===== config.mk =====
export PLATFORM = sky130hd
export DESIGN_NAME = writeback_rf
export DESIGN_NICKNAME = d
export VERILOG_FILES = /design/src/rtl/swt16_pkg.sv /design/src/rtl/regfile_2r1w.sv /design/src/rtl/writeback_rf.sv
export SDC_FILE = /design/constraint.sdc
export NUM_CORES = 1
export LEC_CHECK = 0
export ABC_AREA = 1
export CORE_MARGIN = 4
export CORE_UTILIZATION = 48
export CTS_CLUSTER_DIAMETER = 80
export DETAILED_ROUTE_END_ITERATION = 6
export PLACE_DENSITY_LB_ADDON = 0.08
export SYNTH_ARGS = -nofsm -noshare
export SYNTH_HDL_FRONTEND = slang
export SYNTH_SLANG_ARGS = --single-unit

===== constraint.sdc =====
create_clock -name clock -period 2.5 [get_ports clock]
set_input_delay 0.5 -clock clock [delete_from_list [all_inputs] [get_ports clock]]
set_output_delay 0.5 -clock clock [all_outputs]
set_load 0.01 [all_outputs]

===== src/rtl/swt16_pkg.sv =====
// Shared widths and encodings for the swt16 integer pipeline.
package swt16_pkg;

  localparam int unsigned WORD_WIDTH = 16;
  localparam int unsigned IDX_WIDTH  = 4;

  // Encoding of the result-source select carried with each instruction.
  localparam logic SRC_ALU = 1'b0;
  localparam logic SRC_MEM = 1'b1;

endpackage


===== src/rtl/regfile_2r1w.sv =====
// Register array: two combinational read ports, one synchronous write port,
// synchronous clear of every entry.
module regfile_2r1w #(
  parameter int unsigned WORD_W = 16,
  parameter int unsigned IDX_W  = 4
) (
  input  logic              clock_i,
  input  logic              reset_i,
  input  logic              we_i,
  input  logic [IDX_W-1:0]  wr_idx_i,
  input  logic [WORD_W-1:0] wr_data_i,
  input  logic [IDX_W-1:0]  rd_idx_a_i,
  input  logic [IDX_W-1:0]  rd_idx_b_i,
  output logic [WORD_W-1:0] rd_data_a_o,
  output logic [WORD_W-1:0] rd_data_b_o
);

  localparam int unsigned NUM_REGS = 2 ** IDX_W;

  logic [WORD_W-1:0] mem_q [NUM_REGS];

  // Clear all entries on reset, otherwise apply the single write.
  always_ff @(posedge clock_i) begin
    if (reset_i) begin
      for (int i = 0; i < int'(NUM_REGS); i++) begin
        mem_q[i] <= '0;
      end
    end else if (we_i) begin
      mem_q[wr_idx_i] <= wr_data_i;
    end
  end

  assign rd_data_a_o = mem_q[rd_idx_a_i];
  assign rd_data_b_o = mem_q[rd_idx_b_i];

endmodule


===== src/rtl/writeback_rf.sv =====
// Writeback stage with register file: stage registers, load-data select,
// register-file write and read-port bypass of the pending write.
module writeback_rf
  import swt16_pkg::*;
#(
  parameter int unsigned IALU_WORD_WIDTH = WORD_WIDTH,
  parameter int unsigned REG_IDX_WIDTH   = IDX_WIDTH,
  parameter bit          R0_HARDWIRED    = 1'b1
) (
  input  logic                       clock,
  input  logic                       reset,
  input  logic                       in_act_write_res_to_reg,
  input  logic [IALU_WORD_WIDTH-1:0] in_res,
  input  logic [REG_IDX_WIDTH-1:0]   in_res_reg_idx,
  input  logic                       in_res_src,
  input  logic [IALU_WORD_WIDTH-1:0] in_mem_data,
  input  logic                       in_mem_byte,
  input  logic                       in_stall,
  input  logic [REG_IDX_WIDTH-1:0]   in_rd_idx_a,
  input  logic [REG_IDX_WIDTH-1:0]   in_rd_idx_b,
  output logic [IALU_WORD_WIDTH-1:0] out_rd_data_a,
  output logic [IALU_WORD_WIDTH-1:0] out_rd_data_b,
  output logic                       out_fwd_valid,
  output logic [REG_IDX_WIDTH-1:0]   out_fwd_idx,
  output logic [IALU_WORD_WIDTH-1:0] out_fwd_data
);

  typedef struct packed {
    logic                       act;
    logic [IALU_WORD_WIDTH-1:0] res;
    logic [REG_IDX_WIDTH-1:0]   idx;
    logic                       src;
    logic [IALU_WORD_WIDTH-1:0] mem_data;
    logic                       mem_byte;
  } stage_t;

  stage_t                       stage_d, stage_q;
  logic [IALU_WORD_WIDTH-1:0]   wr_data_c;
  logic                         r0_dest_c;
  logic                         wr_act_c;
  logic                         rf_we_c;
  logic [IALU_WORD_WIDTH-1:0]   rf_rd_a_c, rf_rd_b_c;

  // Stage load: capture the incoming instruction unless the stage is frozen.
  always_comb begin
    stage_d = stage_q;
    if (!in_stall) begin
      stage_d.act      = in_act_write_res_to_reg;
      stage_d.res      = in_res;
      stage_d.idx      = in_res_reg_idx;
      stage_d.src      = in_res_src;
      stage_d.mem_data = in_mem_data;
      stage_d.mem_byte = in_mem_byte;
    end
  end

  // Stage register; reset wins over stall.
  always_ff @(posedge clock) begin
    if (reset) begin
      stage_q <= '0;
    end else begin
      stage_q <= stage_d;
    end
  end

  // Write data select: ALU result, full load word or sign-extended byte.
  always_comb begin
    wr_data_c = stage_q.res;
    if (stage_q.src == SRC_MEM) begin
      if (stage_q.mem_byte) begin
        wr_data_c = IALU_WORD_WIDTH'($signed(stage_q.mem_data[7:0]));
      end else begin
        wr_data_c = stage_q.mem_data;
      end
    end
  end

  // A write aimed at a hardwired r0 is treated as no write at all.
  assign r0_dest_c = R0_HARDWIRED && (stage_q.idx == '0);
  assign wr_act_c  = stage_q.act && !r0_dest_c;
  assign rf_we_c   = wr_act_c && !in_stall && !reset;

  regfile_2r1w #(
    .WORD_W (IALU_WORD_WIDTH),
    .IDX_W  (REG_IDX_WIDTH)
  ) u_rf (
    .clock_i     (clock),
    .reset_i     (reset),
    .we_i        (rf_we_c),
    .wr_idx_i    (stage_q.idx),
    .wr_data_i   (wr_data_c),
    .rd_idx_a_i  (in_rd_idx_a),
    .rd_idx_b_i  (in_rd_idx_b),
    .rd_data_a_o (rf_rd_a_c),
    .rd_data_b_o (rf_rd_b_c)
  );

  // Read ports: pending write bypasses the array, r0 forced to zero.
  always_comb begin
    out_rd_data_a = rf_rd_a_c;
    out_rd_data_b = rf_rd_b_c;
    if (wr_act_c && (in_rd_idx_a == stage_q.idx)) out_rd_data_a = wr_data_c;
    if (wr_act_c && (in_rd_idx_b == stage_q.idx)) out_rd_data_b = wr_data_c;
    if (R0_HARDWIRED && (in_rd_idx_a == '0)) out_rd_data_a = '0;
    if (R0_HARDWIRED && (in_rd_idx_b == '0)) out_rd_data_b = '0;
  end

  assign out_fwd_valid = wr_act_c;
  assign out_fwd_idx   = stage_q.idx;
  assign out_fwd_data  = wr_data_c;

endmodule


==> impl_metrics.py, run 1 <==
metrics = {
    "sta": {
        "setup_ws_ps": -155,
        "setup_violations": 32,
        "fin_crit_ps": 2650,
        "fmax_mhz": 377,
        "slew_headroom": 0.622,
        "post-route-period-util": 1.06,
        "finClkSkew_ps": 10.4,
        "final_hold_viol_count": 0,
        "max_slew.worst_pin.slew_ps": 567,
        "rsz0062_at_grt": "yes",
        "drv_slew": 0,
        "holdWs_ps": 489,
    },
    "drt": {
        "drt-wirelength-per-cell_um": 22.2,
        "firstDrtPassIters": 6,
        "vias": 16858,
        "drt-total-wl_um": 66800,
        "drcViolationCount": 0,
        "drt_iter0_drc": 1884,
        "antenna_left": 0,
        "routed_via_density": 5.61,
    },
    "synthesis": {
        "synth.area.top_cells": "edfxtp_1, nand2_1, nand3_1",
        "synth.avg_cell_area_um2": 7.33,
        "netlist-cell-type-count": 26,
        "synth_top_cell_by_area": "edfxtp_1",
        "yosysSeqAreaShare": 0.501,
        "synth_top_area_frac": 0.455,
        "ys_warn_count": 0,
        "ys_ff_latch": 295,
        "syn_inst": 2306,
        "netlist_area_um2": 16900,
    },
    "die": {
        "rows": 68,
        "core_um2": 34600,
        "fp.dieH_um": 196,
        "ios": 103,
        "die_area_um2": 38300,
        "start_util": 0.488,
        "die_w_um": 196,
    },
    "power_and_ir_drop": {
        "p_seq_frac": 0.418,
        "p_leak_uw": 0.0103,
        "p_int_uw": 9530,
        "p_comb_frac": 0.199,
        "power_density_nw_per_um2": 615,
        "ir_drop_mv": 0.520,
        "clockPowerShare": 0.383,
        "p_switching_uw": 3930,
        "sw_frac_of_total": 0.292,
    },
    "setup_path": {
        "critPathTopFamily": "buffers and inverters",
        "cpPeakStageDelay_ps": 330,
        "worst-path-stages": 10,
        "r2r_slack_ps": 270,
        "slowest_stage": "dfxtp_2",
        "crit_path_start_kind": "flip-flop",
        "crit_start": "out_fwd_idx[0]$_SDFFE_PP0N_",
        "path_common_cell": "nor2_1",
        "reg2reg_depth": 10,
        "cp_max_fo": 6,
        "crit_end": "out_rd_data_a[15]",
        "cp_num_buf_inv": 4,
        "cp.arrival_ps": 2150,
        "endpoint_kind": "primary output",
        "reg2reg_from": "out_fwd_idx[0]$_SDFFE_PP0N_",
        "path_cells": "buf_6 > nor2_4 > a21boi_4 > nand3_4 > buf_12 > buf_16 > nand3_2 > nor2_1 > nor2_1 > buf_2",
        "cp.required_ps": 2000,
        "rr_endpoint": "u_rf.mem_q[9][10]$_SDFFCE_PN0P_",
        "setup.worst_path.class": "flip-flop to primary output",
    },
    "clock_tree": {
        "htree_num_levels": 2,
        "hold_buffers": 0,
        "cts.clk_slew.worst_paths_ps": 60,
        "cts-root-buf": "clkbuf_16",
        "cts_made_buffers": 35,
        "cts_tree": "built",
        "clock_path_buffers": 3,
        "clkLatencyLatePin_ps": 540,
        "cts_sinks": 295,
    },
    "final_layout": {
        "fin_area_um2": 21900,
        "drive_above_1_share": 0.184,
        "num_antenna_cells": 0,
        "utilization": 0.631,
        "final_cells": 3005,
        "layout_commonest_cell": "nand2_1",
        "fill_cells": 3052,
        "nets": 2574,
        "area_growth_pct": 29.3,
        "final_cell_mix": "nand2_1, nor2_1, nand3_1, edfxtp_1, inv_1",
    },
    "placement": {
        "dpl_cell_area_um2": 19900,
        "gp_congestion": 0.990,
        "dp.cells": 2922,
        "port_buffers": 102,
        "dp_hpwl_um": 47000,
    },
    "outcome": {
        "violations": "setup timing",
        "status": "complete, but fails checks",
    },
    "global_route": {
        "antenna_found_initial": 0,
        "gr-usage-all-layers": 0.341,
        "grt_pass1_wl_um": 98600,
        "grt_overflow": 0,
        "grt_pass1_vias": 15717,
        "grt_max_degree": 52,
    },
    "hold_path": {
        "hold_class": "flip-flop to flip-flop",
    },
    "flow_run": {
        "max_cap_viol_count": 0,
    },
}
-- flip-flops by register name (all words and copies together) (netlist names) --
name,count
u_rf.mem_q,256
out_fwd_idx,4
stage_q,35
-- cell usage after synthesis (all sizes together) --
cell type  number
clkbuf         78
clkinv          2
a21boi          1
a21oi           7
o21a           16
o21ai          71
dfxtp          39
edfxtp        256
or2             8
nor2          449
inv           224
conb            1
nand3         357
nand4           1
nand2         714
buf            82
-- worst register-to-register path, stage by stage, from the launching register on --
cell and delay [ps]:
dfxtp_2 330, buf_6 110, nor2_4 50, a21boi_4 270
buf_4 170, buf_4 140, nand3_4 130, nor2_4 270
nand2_2 80, nand2_1 170, buf_4 210
-- power groups by stage --
| stage | logic, µW | registers (µW) | clock network [µW] |
|---|---|---|---|
| 4_1_cts | 2530 | 5630 | 5180 |
| 5_1_grt | 2820 | 5650 | 5380 |
| 3_3_place_gp | 2500 | 5720 | 0 |
| 6_report | 2670 | 5630 | 5150 |
| 3_5_place_dp | 2510 | 5730 | 0 |
| 2_1_floorplan | 1180 | 5710 | 0 |
-- cell families after synthesis --
group,Yosys count,synth area share
AOI/OAI and AO/OA,95,0.0315
and+or+nand+nor,1529,0.373
DFF,295,0.501
buffers and inverters,386,0.0939
other,1,0.000222
-- per-stage QoR --
step | setup WS (ps) | power, µW | setup TNS, ps
after floorplan | 362 | 6890 | 0
after global placement | -742 | 8230 | -19860
after detailed placement | -752 | 8240 | -19970
after CTS | -155 | 13300 | -2300
after global routing | -188 | 13800 | -4730
final | -155 | 13500 | -3250
-- worst min path at each step --
stage | startpoint | to | depth (start not counted)
6_report | stage_q[4]$_SDFFE_PP0N_ | stage_q[4]$_SDFFE_PP0N_ | 2
5_1_grt | stage_q[37]$_SDFFE_PP0N_ | stage_q[37]$_SDFFE_PP0N_ | 2
4_1_cts | stage_q[13]$_SDFFE_PP0N_ | stage_q[13]$_SDFFE_PP0N_ | 2
3_5_place_dp | stage_q[13]$_SDFFE_PP0N_ | stage_q[13]$_SDFFE_PP0N_ | 2
3_3_place_gp | stage_q[6]$_SDFFE_PP0N_ | stage_q[6]$_SDFFE_PP0N_ | 2
2_1_floorplan | stage_q[1]$_SDFFE_PP0N_ | stage_q[1]$_SDFFE_PP0N_ | 2
-- area by class of cell --
cell class                      instances  area (µm²)  area share
Tap cell                              455         569      0.0260
Sequential cell                       295        8480       0.388
Clock inverter                         17         180     0.00824
Timing Repair Buffer                  326        3350       0.153
Multi-Input combinational cell       1640        7460       0.341
Clock buffer                           46         958      0.0438
Inverter                              226         860      0.0393
-- per-layer routing --
layer	up-vias	track usage	share of wire
met2	945	0.516	0.44
met1	8010	0.481	0.41
met5	-	0	0
li1	7741	-	-
met4	0	0.157	0.053
met3	162	0.0580	0.098
-- timing repair --
action,4_1_cts,5_1_grt
gates resized for setup,276,85
pin swaps,35,40
setup endpoints to repair,49,38
hold endpoints to repair,0,0
gates cloned,5,0
buffers inserted,16,3
No activity file was read; power rests on OpenSTA's default activity.
==> inputs of run 2 (changes only) <==
--- a/config.mk
+++ b/config.mk
@@ -10,6 +10,7 @@
 export CORE_UTILIZATION = 48
 export CTS_CLUSTER_DIAMETER = 80
 export DETAILED_ROUTE_END_ITERATION = 6
+export DONT_BUFFER_PORTS = 1
 export PLACE_DENSITY_LB_ADDON = 0.08
 export SYNTH_ARGS = -nofsm -noshare
 export SYNTH_HDL_FRONTEND = slang
==> impl_metrics.py, run 2 (synthesized netlist as in run 1, its figures left out) <==
metrics = {
    "outcome": {
        "status": "complete, but fails checks",
        "violations": "setup timing",
    },
    "clock_tree": {
        "htree_num_levels": 2,
        "cts_tree": "built",
        "cts_made_buffers": 35,
        "cts-root-buf": "clkbuf_16",
        "clkLatencyLatePin_ps": 540,
        "cts.clk_slew.worst_paths_ps": 60,
        "clock_path_buffers": 3,
        "cts_sinks": 295,
    },
    "sta": {
        "final_hold_viol_count": 0,
        "max_slew.worst_pin.slew_ps": 548,
        "fmax_mhz": 390,
        "fin_setup_tns_ps": -327,
        "drv_slew": 0,
        "holdWs_ps": 61.0,
        "setup_violations": 8,
        "setup_ws_ps": -65.9,
        "finClkSkew_ps": 14.6,
        "post-route-period-util": 1.03,
        "slew_headroom": 0.634,
        "fin_crit_ps": 2570,
        "rsz0062_at_grt": "yes",
    },
    "final_layout": {
        "layout_commonest_cell": "nand2_1",
        "utilization": 0.555,
        "seq_area_um2": 8480,
        "fill_cells": 3264,
        "nets": 2355,
        "largest_reg_flops": 256,
        "drive_above_1_share": 0.119,
        "num_antenna_cells": 0,
        "final_cell_mix": "nand2_1, nor2_1, nand3_1, edfxtp_1, inv_1",
        "final_cells": 2784,
        "multi_input_area_um2": 7240,
        "fin_area_um2": 19200,
        "largest-register": "u_rf.mem_q",
        "area_growth_pct": 13.7,
    },
    "drt": {
        "firstDrtPassIters": 6,
        "vias": 15720,
        "antenna_left": 0,
        "drcViolationCount": 0,
        "drt_iter0_drc": 1823,
        "drt-total-wl_um": 62300,
        "routed_via_density": 5.65,
        "drt-wirelength-per-cell_um": 22.4,
    },
    "setup_path": {
        "crit_path_start_kind": "flip-flop",
        "cp_num_buf_inv": 3,
        "reg2reg_depth": 9,
        "slowest_stage": "dfxtp_4",
        "reg2reg_from": "out_fwd_idx[0]$_SDFFE_PP0N_",
        "worst-path-stages": 10,
        "path_common_cell": "nor2_4",
        "cp_max_fo": 8,
        "critPathTopFamily": "simple AND/OR/NAND/NOR gates",
        "cp.required_ps": 2000,
        "path_cells": "buf_8 > nand2_2 > nand2_2 > nor2_4 > nand3_4 > buf_6 > clkbuf_16 > nand3_2 > nor2_4 > nor2_4",
        "crit_start": "out_fwd_idx[2]$_SDFFE_PP0N_",
        "setup.worst_path.class": "flip-flop to primary output",
        "cpPeakStageDelay_ps": 360,
        "endpoint_kind": "primary output",
        "r2r_slack_ps": 210,
        "cp.arrival_ps": 2070,
        "rr_endpoint": "u_rf.mem_q[9][4]$_SDFFCE_PN0P_",
    },
    "power_and_ir_drop": {
        "p_seq_frac": 0.457,
        "clockPowerShare": 0.388,
        "p_switching_uw": 3490,
        "ir_drop_mv": 0.613,
        "sw_frac_of_total": 0.283,
        "power_density_nw_per_um2": 642,
        "p_leak_uw": 0.00881,
        "p_comb_frac": 0.155,
        "p_int_uw": 8840,
    },
    "global_route": {
        "grt_pass1_wl_um": 91500,
        "grt_overflow": 0,
        "grt_pass1_vias": 14976,
        "grt_max_degree": 131,
        "gr-usage-all-layers": 0.313,
        "antenna_found_initial": 1,
    },
    "placement": {
        "dp_hpwl_um": 40100,
        "gp_congestion": 0.929,
        "port_buffers": 0,
        "dpl_cell_area_um2": 17600,
        "dp.cells": 2712,
    },
    "die": {
        "core_um2": 34600,
        "die_w_um": 196,
        "die_area_um2": 38300,
        "fp.dieH_um": 196,
        "ios": 103,
        "rows": 68,
        "start_util": 0.488,
    },
    "flow_run": {
        "max_cap_viol_count": 0,
    },
    "hold_path": {
        "hold_class": "input pin to flip-flop",
        "hold_path_depth": 1,
        "whs_endpoint": "out_fwd_idx[0]$_SDFFE_PP0N_",
        "hold_start": "in_stall",
    },
}
## run 2: cell count changes in the layout (fill, tap and decap cells not counted), sizes merged
cell           previous run  this run
clkdlybuf4s50            46         0
bufinv                    3         1
dlymetal6s2s              5         0
dlygate4sd2              15         0
clkinv                   13         9
buf                     260       102
inv                     225       226
clkbuf                   46        54
## run 2: power by group through the flow
stage,registers (µW),logic [µW],clock network [µW]
after global routing,5650,2060,5070
final,5630,1920,4780
after CTS,5630,1790,4850
after global placement,5720,1750,0
after detailed placement,5730,1760,0
after floorplan,5710,1180,0
## run 2: timing repair
action,CTS,global route
hold buffers,0,0
cloned,0,6
setup endpoints to repair,32,31
endpoints found under the hold margin,0,0
setup buffers,1,4
pin swaps,1,23
gates resized for setup,28,111
## run 2: worst max-delay path by stage
stage	endpoint	slack, ps
floorplan	out_rd_data_a[10]	360
global placement	out_rd_data_b[3]	130
detailed placement	out_rd_data_b[3]	110
CTS	out_rd_data_a[4]	-10
global route	out_rd_data_b[13]	-100
finish	out_rd_data_b[13]	-70
## run 2: area by class of cell
cell class / count / area share
well taps: 455 / 0.0296
repair inverters: 1 / 0.000261
clock inverters: 11 / 0.00482
multi-input cells: 1640 / 0.377
repair buffers: 106 / 0.0531
clock buffers: 50 / 0.0490
inverters: 226 / 0.0446
flip-flops and latches: 295 / 0.442
## run 2: layer usage
| layer | share of wire | vias up | track usage |
|---|---|---|---|
| li1 | - | 7283 | - |
| met1 | 0.40 | 7416 | 0.436 |
| met2 | 0.44 | 879 | 0.472 |
| met3 | 0.11 | 140 | 0.0738 |
| met4 | 0.047 | 2 | 0.132 |
| met5 | 0.00047 | - | 0.00255 |
## run 2: worst register-to-register path: cells and delay by family, from the launching register on
kind	cells	cell delay, ps
buf+inv	3	530
compound gates	1	250
simple gates	5	800
flops	1	380
## run 2: per-stage QoR
| stage | setup slack, ps | power, µW |
|---|---|---|
| final | -65.9 | 12300 |
| after global routing | -98.0 | 12800 |
| after CTS | -14.3 | 12300 |
| after detailed placement | 110 | 7490 |
| after global placement | 133 | 7480 |
| after floorplan | 362 | 6890 |
==> inputs of run 3 (changes only) <==
--- a/config.mk
+++ b/config.mk
@@ -6,6 +6,7 @@
 export NUM_CORES = 1
 export LEC_CHECK = 0
 export ABC_AREA = 1
+export ABC_CLOCK_PERIOD_IN_PS = 2500
 export CORE_MARGIN = 4
 export CORE_UTILIZATION = 48
 export CTS_CLUSTER_DIAMETER = 80
==> results of run 3 <==
Final layout, timing and power as in run 2 (identical DEF).
==> RTL edit 1, RTL diff (config.mk and constraints of run 3) <==
Set the parameter `R0_HARDWIRED` to 1'b0 (it was 1'b1).
--- a/src/rtl/writeback_rf.sv
+++ b/src/rtl/writeback_rf.sv
@@ -5,7 +5,7 @@
 #(
   parameter int unsigned IALU_WORD_WIDTH = WORD_WIDTH,
   parameter int unsigned REG_IDX_WIDTH   = IDX_WIDTH,
-  parameter bit          R0_HARDWIRED    = 1'b1
+  parameter bit          R0_HARDWIRED    = 1'b0
 ) (
   input  logic                       clock,
   input  logic                       reset,
Formal check against the unedited RTL: not equivalent (Yosys sat finds a counterexample within 4 cycles, from zero or initial values and one cycle with reset high).
==> RTL edit 1 against run 3 <==
Wire length down 6.2%. Synthesized area up 0.97%. The flow finishes with violations (design-rule violations). Cell area down 2.1%. Utilization down 1.4 points. Sequential cell count unchanged. Worst setup slack better by 0.16 ns. Power up 0.49%. Count of clock-buffer cells in the layout down 3. Critical path depth down 3. Hold slack worse by 0.019 ns.
==> RTL edit 1: results <==
set metrics [dict create \
    crit_fanout 16 \
    final_cells 2750 \
    vias 15713 \
    finalClockSkew_ns 0.01733 \
    wl_met1_um 22930 \
    multi_input_cells 1559 \
    yosysUniqueCellTypes 27 \
    numCtsBuffers 36 \
    global_route.usage.met3_pct 4.342 \
    cts_setup_buffers 0 \
    netSwitchingFraction_pct 27.17 \
    rr_startpoint "out_fwd_idx[1]" \
    synthTopCellsByCount "nand2_1, nand3_1, nor2_1" \
    dr.first_iter.drc_count 1821 \
    drc 8 \
    dr_wl_met2_um 27200 \
    status "complete, but fails checks" \
    routed-wl-met3_um 5008 \
    met2_usage_pct 47.89 \
    buffers_excl_clock 87 \
    buf_share_pct 4.375 \
    synth-seq-area-share_pct 49.62 \
    grt_pass1_vias 15067 \
    synth_compound_area_share_pct 2.368 \
    critPathMaxStageDelay_ns 0.40 \
    dpl-instance-area_um2 17660 \
    ir_drop_v 0.0005409 \
    dp_cells 2687 \
    area_share_clock_buf_inv_pct 5.951 \
    violations "design-rule violations" \
    rr_endpoint "u_rf.mem_q[7][11]" \
    p_comb_mw 1.73 \
    inv_count 291 \
    drtPass1Iterations 7 \
    grt_usage_pct 29.76 \
    syn-instance-count 2309 \
    antenna_found_initial 0 \
    dp_hpwl_um 38380 \
    drive_above_1_share_pct 8.976 \
    power_mw 12.39 \
    hold_end "out_fwd_idx[1]" \
    multi_input_area_um2 6728 \
]
-- RTL edit 1: changes by cell type after synthesis, moves of 13 or more --
cell,before,now
buf_2,38,62
nand3_1,356,480
buf_4,4,17
nor2_1,445,331
inv_1,216,273
nand2_1,702,649
clkbuf_1,78,51
o21ai_0,71,41
-- RTL edit 1: how the worst max path moves through the flow --
stage          depth (start not counted)      startpoint           endpoint  slack [ns]
2_1_floorplan                          7        in_stall   u_rf.mem_q[0][0]        0.35
3_3_place_gp                           7  in_rd_idx_a[0]   out_rd_data_a[2]        0.25
3_5_place_dp                           9  in_rd_idx_a[0]  out_rd_data_a[14]        0.23
4_1_cts                                7  out_fwd_idx[0]   out_rd_data_a[2]       0.009
5_1_grt                                7  out_fwd_idx[0]  out_rd_data_b[11]        0.01
6_report                               7  out_fwd_idx[1]   out_rd_data_b[3]         0.1
-- RTL edit 1: repair_timing --
action,4_1_cts,5_1_grt
hold endpoints to repair,0,0
gates resized for setup,7,12
gates cloned,0,0
setup endpoints to repair,32,32
==> RTL edit 2, RTL diff (config.mk and constraints of run 3) <==
Made on the original files. `IDX_WIDTH`: 4 -> 3.
--- a/src/rtl/swt16_pkg.sv
+++ b/src/rtl/swt16_pkg.sv
@@ -2,7 +2,7 @@
 package swt16_pkg;
 
   localparam int unsigned WORD_WIDTH = 16;
-  localparam int unsigned IDX_WIDTH  = 4;
+  localparam int unsigned IDX_WIDTH  = 3;
 
   // Encoding of the result-source select carried with each instruction.
   localparam logic SRC_ALU = 1'b0;
Interface: changed (resized in_rd_idx_a, in_rd_idx_b, in_res_reg_idx and out_fwd_idx); port bits go from 103 to 99. No check against the original RTL was run, so the function may have changed too.
==> RTL edit 2 against run 3 <==
Worst setup slack gained 0.093 ns. Sequential cell count fell by 129. Synthesized area decreased by 46%. Wire length is 51% lower. Combinational power is 46% lower. Non-clock buffer count shrank 28. Power fell by 45%. Cell area fell by 46%. Critical endpoint is now out_rd_data_a[14]. Largest cell class unchanged. Highest routed layer is now met4.
==> RTL edit 2: results <==
set metrics [dict create \
    dp_hpwl_um 20140 \
    ff2ff_path_depth 7 \
    postCtsResizedCells 6 \
    status "finished, final reports clean" \
    ir_drop_v 0.0004513 \
    inv_count 57 \
    crit_slowest_cell "o21ai_2" \
    num-fill-cells 1767 \
    buffers_excl_clock 78 \
    routed-wl-met3_um 2867 \
    p_leak_nw 4.529 \
    seq-power_mw 3.17 \
    antenna_found_initial 0 \
    dr_wl_met2_um 14130 \
    rr_endpoint "u_rf.mem_q[2][7]" \
    synth_compound_area_share_pct 6.470 \
    clock_tree.buffer_depth 2 \
    wl_met1_um 12920 \
    grt_max_degree 69 \
    met1_usage_pct 40.39 \
    top_layer "met4" \
    numCtsBuffers 17 \
    rr_startpoint "out_fwd_idx[2]" \
    ys_ff_latch 166 \
    critPathCapture "out_rd_data_a[14]" \
    multi_input_cells 912 \
    via_per_inst 5.597 \
    layout.nets 1279 \
    hold_end "out_fwd_idx[2]" \
]
## RTL edit 2: changes by cell type after synthesis, moves of 8 or more
cell | run 3 | this run
buf_1 | 30 | 4
clkbuf_1 | 78 | 25
or2_2 | 8 | 0
o21ai_2 | 0 | 8
a21oi_1 | 6 | 54
o21ai_0 | 71 | 38
inv_1 | 216 | 48
o21a_1 | 16 | 8
edfxtp_1 | 256 | 128
nand3_1 | 356 | 200
nor2_1 | 445 | 207
nand2_1 | 702 | 368
## RTL edit 2: stage by stage
step | instance area (um^2) | setup slack [ns] | hold slack [ns] | power (mW) | instances
after floorplan | 9184 | 0.5072 | 0.4340 | 3.880 | 1221
after global placement | 9652 | 0.1888 | 0.4428 | 4.215 | 1444
after detailed placement | 9652 | 0.1632 | 0.4484 | 4.221 | 1444
after CTS | 10270 | 0.03751 | 0.1364 | 6.793 | 1479
after global routing | 10310 | -0.08384 | 0.1358 | 7.053 | 1479
final | 10310 | 0.02682 | 0.1563 | 6.800 | 1479
